$ cat config.mk
export PLATFORM = sky130hd
export DESIGN_NAME = fir_sop_pipe
export DESIGN_NICKNAME = d
export VERILOG_FILES = /design/src/rtl/fir_sop_pipe.sv
export SDC_FILE = /design/constraint.sdc
export NUM_CORES = 1
export LEC_CHECK = 0
export CAP_MARGIN = 20
export CORE_MARGIN = 2
export CORE_UTILIZATION = 30
export DETAILED_ROUTE_END_ITERATION = 10
export GPL_TIMING_DRIVEN = 0
export PLACE_DENSITY = 0.5
export SLEW_MARGIN = 30
export SYNTH_ARGS = -nofsm -noshare
export SYNTH_HDL_FRONTEND = slang
export SYNTH_SLANG_ARGS = --single-unit
$ cat constraint.sdc
create_clock -name clk -period 2.85 [get_ports clk]
set_input_delay 0.285 -clock clk [delete_from_list [all_inputs] [get_ports clk]]
set_output_delay 0.285 -clock clk [all_outputs]
set_load 0.005 [all_outputs]
$ cat src/rtl/fir_sop_pipe.sv
// fir_sop_pipe: pipelined direct-form FIR, writable coefficients, 2-cycle valid pipe
module fir_sop_pipe #(
  parameter int WIDTH = 4,
  parameter int TAPS = 4,
  localparam int AW = $clog2(TAPS),
  localparam int OW = 2*WIDTH + $clog2(TAPS)
) (
  input  logic             clk,
  input  logic             rst,
  input  logic             flush,
  input  logic             in_valid,
  input  logic [WIDTH-1:0] DATA_IN,
  input  logic             coef_we,
  input  logic [AW-1:0]    coef_addr,
  input  logic [WIDTH-1:0] coef_data,
  output logic             out_valid,
  output logic [OW-1:0]    SUM_OUT
);
  logic [WIDTH-1:0]   x_q [TAPS];
  logic [WIDTH-1:0]   x_d [TAPS];
  logic [WIDTH-1:0]   c_q [TAPS];
  logic [WIDTH-1:0]   c_d [TAPS];
  logic [2*WIDTH-1:0] p_q [TAPS];
  logic [2*WIDTH-1:0] p_d [TAPS];
  logic [OW-1:0]      sum_q, sum_d, acc;
  logic [2:0]         v_q, v_d;
  // v_q[0]: delay line just took a sample, v_q[1]: products valid, v_q[2]: sum valid
  always_comb begin
    v_d = flush ? 3'b000 : {v_q[1:0], in_valid};
    x_d[0] = flush ? '0 : in_valid ? DATA_IN : x_q[0];
    acc = '0;
    for (int i = 0; i < TAPS; i++) begin
      if (i > 0) x_d[i] = flush ? '0 : in_valid ? x_q[i-1] : x_q[i];
      c_d[i] = (coef_we && int'(coef_addr) == i) ? coef_data : c_q[i];
      p_d[i] = (v_q[0] && !flush) ? (2*WIDTH)'(c_q[i]) * (2*WIDTH)'(x_q[i]) : p_q[i];
      acc = acc + OW'(p_q[i]);
    end
    sum_d = (v_q[1] && !flush) ? acc : sum_q;
  end
  // state registers; reset clears everything so in-flight samples are lost
  always_ff @(posedge clk or negedge rst) begin
    if (!rst) begin
      x_q   <= '{default: '0};
      c_q   <= '{default: '0};
      p_q   <= '{default: '0};
      sum_q <= '0;
      v_q   <= '0;
    end else begin
      x_q   <= x_d;
      c_q   <= c_d;
      p_q   <= p_d;
      sum_q <= sum_d;
      v_q   <= v_d;
    end
  end
  assign out_valid = v_q[2];
  assign SUM_OUT   = sum_q;
endmodule

==> results_dict.tcl, run 1 <==
set metrics [dict create \
    holdWs_ps 154 \
    p_sw_mw 0.907 \
    start_util_pct 30.3 \
    max-cap-violations 0 \
    synthArstFlopShare_pct 100 \
    combPwrFrac_pct 21.3 \
    setup_ws_ps -76.8 \
    finClkSkew_ps 4.62 \
    fin_crit_ps 2930 \
    status "finished with violations" \
    synth_warnings 0 \
    synthesis.instances 529 \
    ios 26 \
    synth_nets 633 \
    htreeDepth 3 \
    critPathKind "reg -> reg" \
    rows 49 \
    seqPwrFrac_pct 42.1 \
    rr_endpoint "SUM_OUT[7]" \
    clk_pin_slew_worst_paths_ps 60 \
    grt_antenna_before_repair 0 \
    r2r_cells 10 \
    internal-power_mw 2.24 \
    grt_pass1_wl_um 21000 \
    tns_ps -155 \
    drt-wirelength-per-cell_um 15.5 \
    cts_root_buf "clkbuf_16" \
    dp_cells 782 \
    gp_congestion 0.824 \
    clock_latency_ps 350 \
    dpl_worst_slack_ps -158 \
    setup_violations 3 \
    gr-total-overflow 0 \
    fin_area_um2 6660 \
    num_vias 3890 \
    p_leak_nw 3.32 \
    r2r-start "p_q[1]" \
    post_dp_cell_area_um2 5970 \
    synth_mux_area_share_pct 6.47 \
    violations "negative setup slack" \
    holdPathEnd "x_q[15]" \
    drt_iter0_drc 132 \
    diodes 0 \
    port_buffers 23 \
    maxSlewViolCount 0 \
    worstMarginPinSlew_ps 624 \
    min_from "flush" \
    rsz0062_at_grt "yes" \
    hpwl_um 9730 \
    holdCritPathClass "in -> reg" \
    setup.worst_path.end_class "flop" \
    fin_nets 694 \
    peakVddDrop_v 0.000357 \
    worst_ep_required_time_ps 3100 \
    clock-sinks 77 \
    netlist_area_um2 5410 \
    r2r_slack_ps -80 \
    drive_above_1_share_pct 20.3 \
    die_y_um 138 \
    yosysSeqAreaShare_pct 35.6 \
    fp.dieW_um 138 \
    crit_arrival_ps 3180 \
    dr.pass1.iters 4 \
    postSynthRegisterBits 77 \
    relSlewSlack_pct 58.3 \
    synth_top_flop_cell "dfrtp_1" \
    viasPerCell 4.72 \
    grt_pass1_vias 4105 \
    wirelength_um 12700 \
    cts_max_path_buffers 2 \
    grt_usage_pct 13.9 \
    final.period_utilization_pct 103 \
    start_kind "flop" \
    area_growth_pct 23.1 \
    p_clk_share_pct 36.6 \
    hold_violations 0 \
    max_freq_ghz 0.342 \
    cts_buffers 9 \
    synth_top_family_by_area "adder cells" \
    synth_compound_area_share_pct 9.64 \
    p_per_area_nw_per_um2 472 \
    die_area_um2 19100 \
    synth-xor-area-share_pct 1.13 \
    crit_path_max_fanout 2 \
    ys_types 39 \
    switching_share_pct 28.8 \
    stdcell_count 824 \
    synth_edf_count 0 \
    syn_area_per_cell_um2 10.2 \
    core_um2 17800 \
    synth_simple_gate_area_share_pct 16.8 \
    synth-adder-area-share_pct 25.0 \
    grt_start_max_net_pins 57 \
    drc 0 \
    ant_nets 0 \
    tritoncts "yes" \
    min_path_cells 2 \
]
-- per-stage QoR --
step / util (%) / total power, mW
finish: 37.4 / 3.15
global route: 37.4 / 3.35
CTS: 35.9 / 3.14
detailed placement: 33.4 / 1.94
global placement: 33.3 / 1.91
floorplan: - / 1.67
-- how the worst max path moves through the flow --
stage / from / end / slack (ps) / depth (start not counted)
5_1_grt: p_q[1] / SUM_OUT[7] / -210 / 10
6_report: p_q[1] / SUM_OUT[7] / -80 / 10
2_1_floorplan: p_q[1] / SUM_OUT[9] / 50 / 10
3_3_place_gp: rst / c_q[12] / -1310 / 1
4_1_cts: p_q[1] / SUM_OUT[9] / -120 / 10
3_5_place_dp: c_q[0] / p_q[7] / -160 / 9
-- Yosys cell counts (all sizes together), types with 12 or more instances --
| master | n | area [um^2] |
|---|---|---|
| a211oi | 15 | 113 |
| o21ai | 32 | 160 |
| inv | 52 | 195 |
| fa | 32 | 641 |
| buf | 12 | 85.1 |
| nand2 | 61 | 229 |
| mux2i | 17 | 170 |
| mux2 | 16 | 180 |
| ha | 57 | 713 |
| dfrtp | 77 | 1930 |
| and2 | 48 | 300 |
| nor2 | 23 | 86.3 |
-- critical path, stage by stage, from the launching register on --
cell,delay (ps)
dfrtp_1,330
inv_2,50
fa_1,530
inv_1,50
fa_1,480
ha_4,190
fa_2,410
a211oi_4,250
nor2_2,70
o31a_1,270
o31ai_1,200
-- kinds of logic (layout without fill, tap and decap cells) --
logic type | count (synthesis) | count (layout)
compound gates | 80 | 80
xor+xnor | 7 | 7
fa+ha+maj | 89 | 89
buf+inv | 66 | 132
flops | 77 | 77
mux | 33 | 33
simple gates | 177 | 177
-- timing repair --
| item | in CTS | in global routing |
|---|---|---|
| cloned | 0 | 0 |
| endpoints found under the setup margin | 12 | 14 |
| buffers inserted | 15 | 12 |
| resized for setup | 12 | 42 |
| endpoints found under the hold margin | 21 | 0 |
| pin swaps | 10 | 30 |
| hold buffers | 1 | 0 |
-- area by class of cell --
type / instances / area, um^2
fill: 1801 / 11200
multi-input combinational: 386 / 3400
sequential: 77 / 1940
timing repair buffer: 50 / 460
tap: 229 / 287
clock buffer: 10 / 229
inverter: 52 / 195
buffer: 14 / 92.6
clock inverter: 6 / 61.3
-- registers in the layout, indices dropped and copies added, names as in the netlist --
register and count:
x_q 16, c_q 16, v_q 3, p_q 32, SUM_OUT 10
-- routing by layer --
| metal | global-route usage, % | part of all wire (%) | vias up |
|---|---|---|---|
| met5 | 0 | 0 | - |
| met4 | 3.01 | 1.2 | 0 |
| met3 | 3.57 | 2.4 | 14 |
| met2 | 23.9 | 49 | 35 |
| met1 | 17.6 | 47 | 1920 |
| li1 | - | - | 1921 |
-- cell usage in the layout, fill, tap and decap left out, types with 4 or more instances in the layout --
cell,n
a211oi_1,8
a211oi_2,5
a21o_1,9
and2_1,48
buf_2,8
buf_4,24
buf_6,6
clkbuf_16,9
clkdlybuf4s50_1,22
dfrtp_1,67
dfrtp_2,10
fa_1,25
fa_2,7
ha_1,49
ha_4,6
inv_1,50
mux2_2,16
mux2i_1,17
nand2_1,57
nand2_2,4
nand2b_1,4
nand3_1,7
nor2_1,19
nor2_2,4
nor3_1,6
nor3b_1,11
o21a_1,5
o21ai_0,29
o31ai_1,6
xor2_1,5
-- power groups by stage --
stage | registers, mW | clock network, mW | logic [mW]
3_5_place_dp | 1.35 | 0 | 0.581
3_3_place_gp | 1.35 | 0 | 0.566
2_1_floorplan | 1.31 | 0 | 0.357
4_1_cts | 1.32 | 1.18 | 0.632
5_1_grt | 1.34 | 1.24 | 0.765
6_report | 1.32 | 1.15 | 0.671
(Power assumes the default switching activity.)
==> inputs of run 2 (changes only) <==
--- a/config.mk
+++ b/config.mk
@@ -7,10 +7,11 @@
 export LEC_CHECK = 0
 export CAP_MARGIN = 20
 export CORE_MARGIN = 2
-export CORE_UTILIZATION = 30
+export CORE_UTILIZATION = 50
+export CTS_CLUSTER_DIAMETER = 30
 export DETAILED_ROUTE_END_ITERATION = 10
 export GPL_TIMING_DRIVEN = 0
-export PLACE_DENSITY = 0.5
+export PLACE_DENSITY = 0.74
 export SLEW_MARGIN = 30
 export SYNTH_ARGS = -nofsm -noshare
 export SYNTH_HDL_FRONTEND = slang
==> results_dict.tcl, run 2 (same netlist as run 1, synthesis figures left out) <==
set metrics [dict create \
    status "complete, no violations" \
    layout_common_cells "dfrtp_1 (69), nand2_1 (54), ha_1 (49)" \
    htreeDepth 3 \
    finalPower_mw 2.92 \
    ant_nets 0 \
    grt_pass1_wl_um 20300 \
    clock-sinks 77 \
    drt_iter0_drc 188 \
    p_leak_nw 3.28 \
    wirelength_um 12200 \
    fin_crit_ps 2840 \
    combPwrFrac_pct 23.0 \
    setup.worst_path.end_class "flop" \
    grt_usage_pct 22.5 \
    setup_violations 0 \
    die_y_um 108 \
    regMostFlops "p_q" \
    drive_above_1_share_pct 20.9 \
    diodes 0 \
    start_util_pct 52.0 \
    relSlewSlack_pct 57.1 \
    p_clk_share_pct 31.9 \
    rows 37 \
    internal-power_mw 2.06 \
    finClkSkew_ps 16.8 \
    start_kind "flop" \
    peakVddDrop_v 0.000313 \
    area_growth_pct 19.6 \
    crit_path_max_fanout 2 \
    drc 0 \
    core_um2 10400 \
    cts_root_buf "clkbuf_8" \
    holdCritPathClass "in -> reg" \
    cts_max_path_buffers 2 \
    worstMarginPinSlew_ps 642 \
    grt_start_max_net_pins 54 \
    fp.dieW_um 108 \
    largestRegisters "p_q x32, c_q x16, x_q x16" \
    clock_latency_ps 370 \
    post_dp_cell_area_um2 5850 \
    final.period_utilization_pct 99.5 \
    seqPwrFrac_pct 45.1 \
    grt_antenna_before_repair 0 \
    final_common_cell "dfrtp_1" \
    critPathKind "reg -> reg" \
    p_per_area_nw_per_um2 451 \
    crit_arrival_ps 3090 \
    tritoncts "yes" \
    clk_pin_slew_worst_paths_ps 90 \
    fill_cells 859 \
    dr.pass1.iters 4 \
    fin_nets 698 \
    fin_area_um2 6470 \
    cts_buffers 9 \
    grt_pass1_vias 4279 \
    largest_register_ffs 32 \
    viasPerCell 5.45 \
    max-cap-violations 0 \
    max_freq_ghz 0.353 \
    drt-wirelength-per-cell_um 16.6 \
    gr-total-overflow 0 \
    die_area_um2 11700 \
    switching_share_pct 29.6 \
    hpwl_um 8940 \
    port_buffers 23 \
    final_util_pct 62.2 \
    ios 26 \
    maxSlewViolCount 0 \
    num_vias 4007 \
    rsz0062_at_grt "yes" \
    worst_ep_required_time_ps 3100 \
    gp_congestion 0.778 \
    p_sw_mw 0.864 \
    hold_violations 0 \
]
==> run 2: cell types whose count changed in the layout (fill, tap and decap cells not counted), sizes merged <==
cell      previous run  this run
clkbuf              12        13
bufinv               1         2
clkinvlp             1         2
clkinv               3         0
buf                 39        43
==> run 2: critical path: stages (launching register included) <==
cell,delay [ps]
dfrtp_1,340
inv_2,40
fa_1,520
inv_1,50
fa_1,440
ha_2,200
fa_2,350
a211oi_2,230
nor2_1,100
o31a_1,280
o21a_1,180
==> run 2: routing by layer <==
metal	vias up	part of all wire (%)	global-route usage, %
li1	1919	-	-
met1	1984	43	27.9
met2	85	52	41.0
met3	19	3.8	2.83
met4	0	1.7	6.50
met5	-	0	0
==> run 2: timing repair <==
| item | in CTS | in global routing |
|---|---|---|
| hold buffers | 1 | 0 |
| pin swaps | 12 | 32 |
| resized for setup | 7 | 44 |
| endpoints found under the hold margin | 24 | 0 |
| setup buffers | 18 | 11 |
| endpoints found under the setup margin | 12 | 14 |
==> run 2: layout make-up <==
| cell class | instances | area [um^2] | area share [%] |
|---|---|---|---|
| Multi-Input combinational cell | 386 | 3380 | 52.2 |
| Sequential cell | 77 | 1940 | 29.9 |
| Timing Repair Buffer | 54 | 483 | 7.46 |
| Inverter | 52 | 195 | 3.01 |
| Tap cell | 136 | 170 | 2.63 |
| Clock buffer | 11 | 131 | 2.03 |
| Buffer | 14 | 92.6 | 1.43 |
| Clock inverter | 5 | 83.8 | 1.29 |
==> run 2: final timing paths <==
kind / startpoint / end / slack, ps / cells past startpoint
setup reg to reg: p_q[1] / SUM_OUT[9] / 10 / 10
min in group asynchronous: rst / SUM_OUT[6] / 370 / 2
max in group asynchronous: rst / c_q[10] / 1880 / 3
hold reg to reg: SUM_OUT[2] / SUM_OUT[2] / 480 / 2
setup / recovery: p_q[1] / SUM_OUT[9] / 10 / 10
hold / removal: flush / v_q[0] / 130 / 2
==> run 2: power by group through the flow <==
stage	logic [mW]	clock network, mW	registers, mW
after floorplan	0.357	0	1.31
after global placement	0.552	0	1.34
after detailed placement	0.577	0	1.35
after CTS	0.638	0.937	1.31
after global routing	0.761	0.975	1.34
final	0.672	0.931	1.32
==> run 2: per-stage QoR <==
| stage | TNS (ps) | hold WS [ps] | setup slack (ps) | cells |
|---|---|---|---|---|
| floorplan | 0 | -10.6 | 52.5 | 529 |
| detailed placement | -745 | 228 | -140 | 689 |
| global placement | -87590 | 457 | -1140 | 688 |
| global route | -405 | 140 | -111 | 735 |
| finish | 0 | 129 | 13.2 | 735 |
| CTS | -170 | 127 | -74.4 | 724 |
